File: src/rtl/dds_cfg_arbiter.sv
// Round-robin arbiter that serialises register-write bursts from NREQ requesters
// onto the DDS configuration bus and issues a sync pulse after committing bursts.
module dds_cfg_arbiter #(
    parameter int NREQ     = 2,
    parameter int SYNC_LEN = 2,
    parameter int IW       = (NREQ > 2) ? $clog2(NREQ) : 1
) (
    input  logic                 clk,
    input  logic                 resetn,
    input  logic [NREQ-1:0]      req_valid,
    input  logic [NREQ*9-1:0]    req_addr,
    input  logic [NREQ*24-1:0]   req_data,
    input  logic [NREQ-1:0]      req_last,
    output logic [NREQ-1:0]      req_ready,
    output logic [8:0]           cfg_addr,
    output logic [23:0]          cfg_data,
    output logic                 cfg_wr_en,
    output logic                 cfg_sync,
    output logic                 busy,
    output logic [IW-1:0]        grant_id,
    output logic [7:0]           bad_addr_cnt
);

    localparam int SCW = (SYNC_LEN > 2) ? $clog2(SYNC_LEN) : 1;
    localparam logic [8:0] INSTR_ADDR = 9'h1FF;
    localparam logic [8:0] MAP_TOP    = 9'h11F;

    typedef enum logic [1:0] {
        ST_IDLE,
        ST_BURST,
        ST_SYNC
    } state_t;

    state_t          state_reg, state_next;
    logic [IW-1:0]   owner_reg;
    logic [IW-1:0]   last_owner_reg;
    logic            commit_reg;
    logic [SCW-1:0]  sync_cnt_reg, sync_cnt_next;
    logic [8:0]      cfg_addr_reg;
    logic [23:0]     cfg_data_reg;
    logic            cfg_wr_en_reg;
    logic            cfg_sync_reg;
    logic [7:0]      bad_cnt_reg;

    logic [8:0]      addr_arr [NREQ];
    logic [23:0]     data_arr [NREQ];

    logic [IW-1:0]   pick;
    logic [IW-1:0]   cand;
    logic            found;

    logic            beat_valid;
    logic            beat_last;
    logic [8:0]      beat_addr;
    logic [23:0]     beat_data;
    logic            accept;
    logic            beat_mapped;
    logic            beat_commit;

    for (genvar gi = 0; gi < NREQ; gi++) begin : g_req
        assign addr_arr[gi]  = req_addr[gi*9 +: 9];
        assign data_arr[gi]  = req_data[gi*24 +: 24];
        assign req_ready[gi] = (state_reg == ST_BURST) && (owner_reg == IW'(gi));
    end

    assign beat_valid  = req_valid[owner_reg];
    assign beat_last   = req_last[owner_reg];
    assign beat_addr   = addr_arr[owner_reg];
    assign beat_data   = data_arr[owner_reg];
    assign accept      = (state_reg == ST_BURST) && beat_valid;
    assign beat_mapped = (beat_addr <= MAP_TOP) || (beat_addr == INSTR_ADDR);
    assign beat_commit = accept && (beat_addr == INSTR_ADDR);

    // Round-robin search starting one past the previous owner, wrapping at NREQ.
    always_comb begin
        pick  = '0;
        found = 1'b0;
        cand  = last_owner_reg;
        for (int i = 0; i < NREQ; i++) begin
            cand = (cand == IW'(NREQ - 1)) ? '0 : cand + IW'(1);
            if (!found && req_valid[cand]) begin
                found = 1'b1;
                pick  = cand;
            end
        end
    end

    always_comb begin
        state_next    = state_reg;
        sync_cnt_next = sync_cnt_reg;
        case (state_reg)
            ST_IDLE: begin
                if (found) begin
                    state_next = ST_BURST;
                end
            end
            ST_BURST: begin
                sync_cnt_next = '0;
                if (accept && beat_last) begin
                    state_next = (commit_reg || beat_commit) ? ST_SYNC : ST_IDLE;
                end
            end
            ST_SYNC: begin
                if (sync_cnt_reg == SCW'(SYNC_LEN - 1)) begin
                    state_next = ST_IDLE;
                end else begin
                    sync_cnt_next = sync_cnt_reg + SCW'(1);
                end
            end
            default: state_next = ST_IDLE;
        endcase
    end

    always_ff @(posedge clk or negedge resetn) begin
        if (!resetn) begin
            state_reg      <= ST_IDLE;
            owner_reg      <= '0;
            last_owner_reg <= IW'(NREQ - 1);
            commit_reg     <= 1'b0;
            sync_cnt_reg   <= '0;
            cfg_addr_reg   <= '0;
            cfg_data_reg   <= '0;
            cfg_wr_en_reg  <= 1'b0;
            cfg_sync_reg   <= 1'b0;
            bad_cnt_reg    <= '0;
        end else begin
            state_reg     <= state_next;
            sync_cnt_reg  <= sync_cnt_next;
            cfg_wr_en_reg <= 1'b0;
            // The sync register lags the SYNC state by one cycle so it always
            // rises after the final write strobe of the committing burst.
            cfg_sync_reg  <= (state_reg == ST_SYNC);

            if (state_reg == ST_IDLE && found) begin
                owner_reg      <= pick;
                last_owner_reg <= pick;
                commit_reg     <= 1'b0;
            end else if (beat_commit) begin
                commit_reg <= 1'b1;
            end

            if (accept) begin
                if (beat_mapped) begin
                    cfg_addr_reg  <= beat_addr;
                    cfg_data_reg  <= beat_data;
                    cfg_wr_en_reg <= 1'b1;
                end else if (bad_cnt_reg != 8'hFF) begin
                    bad_cnt_reg <= bad_cnt_reg + 8'd1;
                end
            end
        end
    end

    assign cfg_addr     = cfg_addr_reg;
    assign cfg_data     = cfg_data_reg;
    assign cfg_wr_en    = cfg_wr_en_reg;
    assign cfg_sync     = cfg_sync_reg;
    assign busy         = (state_reg != ST_IDLE);
    assign grant_id     = owner_reg;
    assign bad_addr_cnt = bad_cnt_reg;

endmodule

File: config.mk
export PLATFORM = sky130hd
export DESIGN_NAME = dds_cfg_arbiter
export DESIGN_NICKNAME = d
export VERILOG_FILES = /design/src/rtl/dds_cfg_arbiter.sv
export SDC_FILE = /design/constraint.sdc
export NUM_CORES = 1
export LEC_CHECK = 0
export BUFFER_PORTS_ARGS = -buffer_cell sky130_fd_sc_hd__buf_2
export CORE_ASPECT_RATIO = 1.75
export CORE_MARGIN = 1
export CORE_UTILIZATION = 40
export DETAILED_ROUTE_END_ITERATION = 8
export HOLD_SLACK_MARGIN = 0.02
export PLACE_DENSITY = 0.76
export SLEW_MARGIN = 10
export SYNTH_ARGS = -nofsm -noshare
export SYNTH_HDL_FRONTEND = slang
export SYNTH_SLANG_ARGS = --single-unit
export TNS_END_PERCENT = 20
File: constraint.sdc
create_clock -name clk -period 5.55 [get_ports clk]
set_clock_uncertainty 0.05 [all_clocks]
set_input_delay 0.8325 -clock clk [delete_from_list [all_inputs] [get_ports clk]]
set_output_delay 0.8325 -clock clk [all_outputs]
set_load 0.05 [all_outputs]
==> results.md <==
* CP Data Required Time at about 5.7 ns
* Power Dens Cells at 629.7 nW/um^2
* Synth Instances at about 210
* Critical Path AT at around 3.1 ns
* CTS tree: done
* # IOs at between 100 and 150
* Mean post-synth cell area at around 12 sq um
* CORE AREA at about 6200 sq um
* Fillers at between 500 and 600
* Clock slew at reported path FFs at 0.09 ns
* Minimum clock period at between 2 and 3 ns
* Vias in the first global route at between 2000 and 2500
* Die ar. at between 6000 and 7000 sq um
* Lkg Pwr at ~0.0016 uW
* Hold WC Path Type: primary input to asynchronous set/reset pin
* Initial antenna violation count at 0
* Die width at between 60 and 70 microns
* Max FFs per register at 24
* Multi-input logic area at roughly 1200 sq um
* CP Max Fanout at 47
* GPL Wtd Cong at slightly above 0.8
* Setup TNS at 0 ns
* Synth warn at 0
* Via count at about 2000
* Wire per inst at approximately 14 microns
* Rel. slew slack at 0.2609
* Final Hold Fails at 0
* Register area share after synthesis at 0.4830
* Final Cycle Share at 0.5363
* CTS Root Buffer Type: clkbuf_8
* Row Count at 38
* Startpoint Class: register
* Worst Setup End Kind: register
* Unrepaired setup endpoints after global routing: false
* Post-CTS setup buffers at 0
* Initial cell density of the core at 0.4111
* Largest net degree at the start of global routing at 50
* Initial DRC count at between 40 and 50
* Fin. max-slew vios at 0
* Post-synth top cells: dfrtp_1, mux2_2, mux2_1
* Async SR Flop Fraction at 1.000
* H-Tree Depth at 2
* Cell taking the most area after synthesis: dfrtp_1
* Top cell type's share of synthesized area at 0.4727
* Post-cts resize count at 0
* Worst R2R Setup Slack at about 2.6 ns
* Total gr overflow at 0
* Clock Latency Late Sink at a little under 0.3 ns
* Post-layout util at 0.5344
* Clock sink count at 49
* Synth unique cells at 39
* First-pass GRT wire length at about 9100 microns
* Number of port buffers at approximately 120
* Hold_buf cts at 0
* #FFs+latches synth at 49
* DR vias/cell at between 5 and 6
* Layout Nets at a little under 400
* Most numerous cell in the Yosys netlist: dfrtp_1
* Iteration count of the initial detailed-routing pass at 4
* Maxcap violations at 0
* Slew of the pin with the lowest slew margin at approximately 1.1 ns
* Post-Synthesis Net Count at ~280
* VDD IR max at a little over 0.3 mV
* Layout cells sized above 1 at 0.5170
* Post-synth EDFFs at 0
* Max Clk Rate at ~0.34 GHz
* Syn Std Cell Area at approximately 2500 sq um
* Ys flop type: dfrtp_1
* CTS Buf Count at 5
* HPWL after DPL at approximately 4200 microns
* Run status: complete, no violations
* Max clock buf depth at 2
* Top post-synthesis cells by area: dfrtp_1, mux2_2, mux2_1, ha_1, buf_6
* Setup CP Type: register to register
* WL final at 5614 microns
* Global-route usage over all layers at 0.1700
* Final ANT Viol Nets at 0
* Die Y at 107.4 microns
* Final setup fails at 0
* Area grow syn2layout at 29.99%
* # diodes at 0
* Storage cell area at 1229 sq um
* DRC viols at 0
==> critical path, stage by stage (launching register included) <==
cell     delay [ns]
dfrtp_2        0.99
nand3_1        0.20
a22o_1         0.32
a31oi_4        0.87
mux2_2         0.42
==> cells in the final DEF, fill, tap and decap left out, types with 2 or more instances in the layout <==
cell type and instances:
nor2_1 2, nand2b_1 3, mux2_2 36, nor3_1 4, nand4_1 5, nand3_1 5
a21o_1 2, buf_2 118, o22ai_1 2, nand2_1 12, a21oi_1 6, and3_1 3
clkbuf_8 6, xor2_1 4, nor2b_1 2, inv_1 6, ha_1 4, mux2_1 28
a31oi_1 2, o21ai_0 3, dfrtp_1 47, nor4_1 3
==> kinds of logic (layout without fill, tap and decap cells) <==
kind of cell / Yosys count / count (layout) / share of synthesized area
and+or+nand+nor: 44 / 44 / 0.09208
buffers and inverters: 15 / 133 / 0.03496
adders and majority gates: 4 / 4 / 0.01970
xor gates and xnor gates: 5 / 5 / 0.01723
muxes: 65 / 65 / 0.2875
DFF: 49 / 49 / 0.4830
AOI/OAI and AO/OA: 23 / 23 / 0.06549
==> where the power goes <==
| group | switching, uW | leakage [uW] | internal (uW) |
|---|---|---|---|
| sequential | 136 | 0.000600 | 513 |
| combinational | 801 | 0.000957 | 373 |
| clock | 110 | 0.0000585 | 147 |
| total | 1050 | 0.00162 | 1030 |
==> cell type report <==
| class | count | share of cell area |
|---|---|---|
| repair buffers | 119 | 0.1848 |
| multi-input cells | 141 | 0.3708 |
| clock buffers | 7 | 0.02614 |
| well taps | 80 | 0.03030 |
| flip-flops and latches | 49 | 0.3720 |
| inverters | 6 | 0.006818 |
| clock inverters | 1 | 0.009091 |
==> final timing paths <==
kind / start / to / cells after the start
min in group clk: cfg_data[10]$_DFFE_PN0P_ / cfg_data[10]$_DFFE_PN0P_ / 1
min reg2reg: cfg_data[10]$_DFFE_PN0P_ / cfg_data[10]$_DFFE_PN0P_ / 1
max in group asynchronous: resetn / last_owner_reg$_DFFE_PN1P_ / 2
min: resetn / bad_addr_cnt[7]$_DFFE_PN0P_ / 1
max reg2reg: grant_id$_DFFE_PN0P_ / cfg_data[22]$_DFFE_PN0P_ / 4
max: grant_id$_DFFE_PN0P_ / cfg_data[22]$_DFFE_PN0P_ / 4
==> through the flow <==
stage | instances | instance area [sq um] | worst slack [ns] | hold WS (ns) | power, uW
floorplan | 205 | 2541 | 2.840 | 0.4266 | 1579
finish | 403 | 3303 | 2.574 | 0.4081 | 2080
global placement | 394 | 3167 | 2.552 | 0.4147 | 1814
detailed placement | 394 | 3167 | 2.490 | 0.4195 | 1841
global route | 403 | 3303 | 2.337 | 0.4194 | 2192
CTS | 402 | 3283 | 2.497 | 0.4400 | 2103
==> routing by layer <==
| metal | wire length, microns | vias to the layer above | track usage | share of wire |
|---|---|---|---|---|
| met2 | 2866 | 86 | 0.3085 | 0.51 |
| met1 | 2266 | 965 | 0.1849 | 0.40 |
| met3 | 270 | 17 | 0.02966 | 0.048 |
| met5 | 0 | - | 0 | 0 |
| li1 | - | 973 | - | - |
| met4 | 211 | 0 | 0.09468 | 0.038 |
Power figures use the tool's default switching activity.
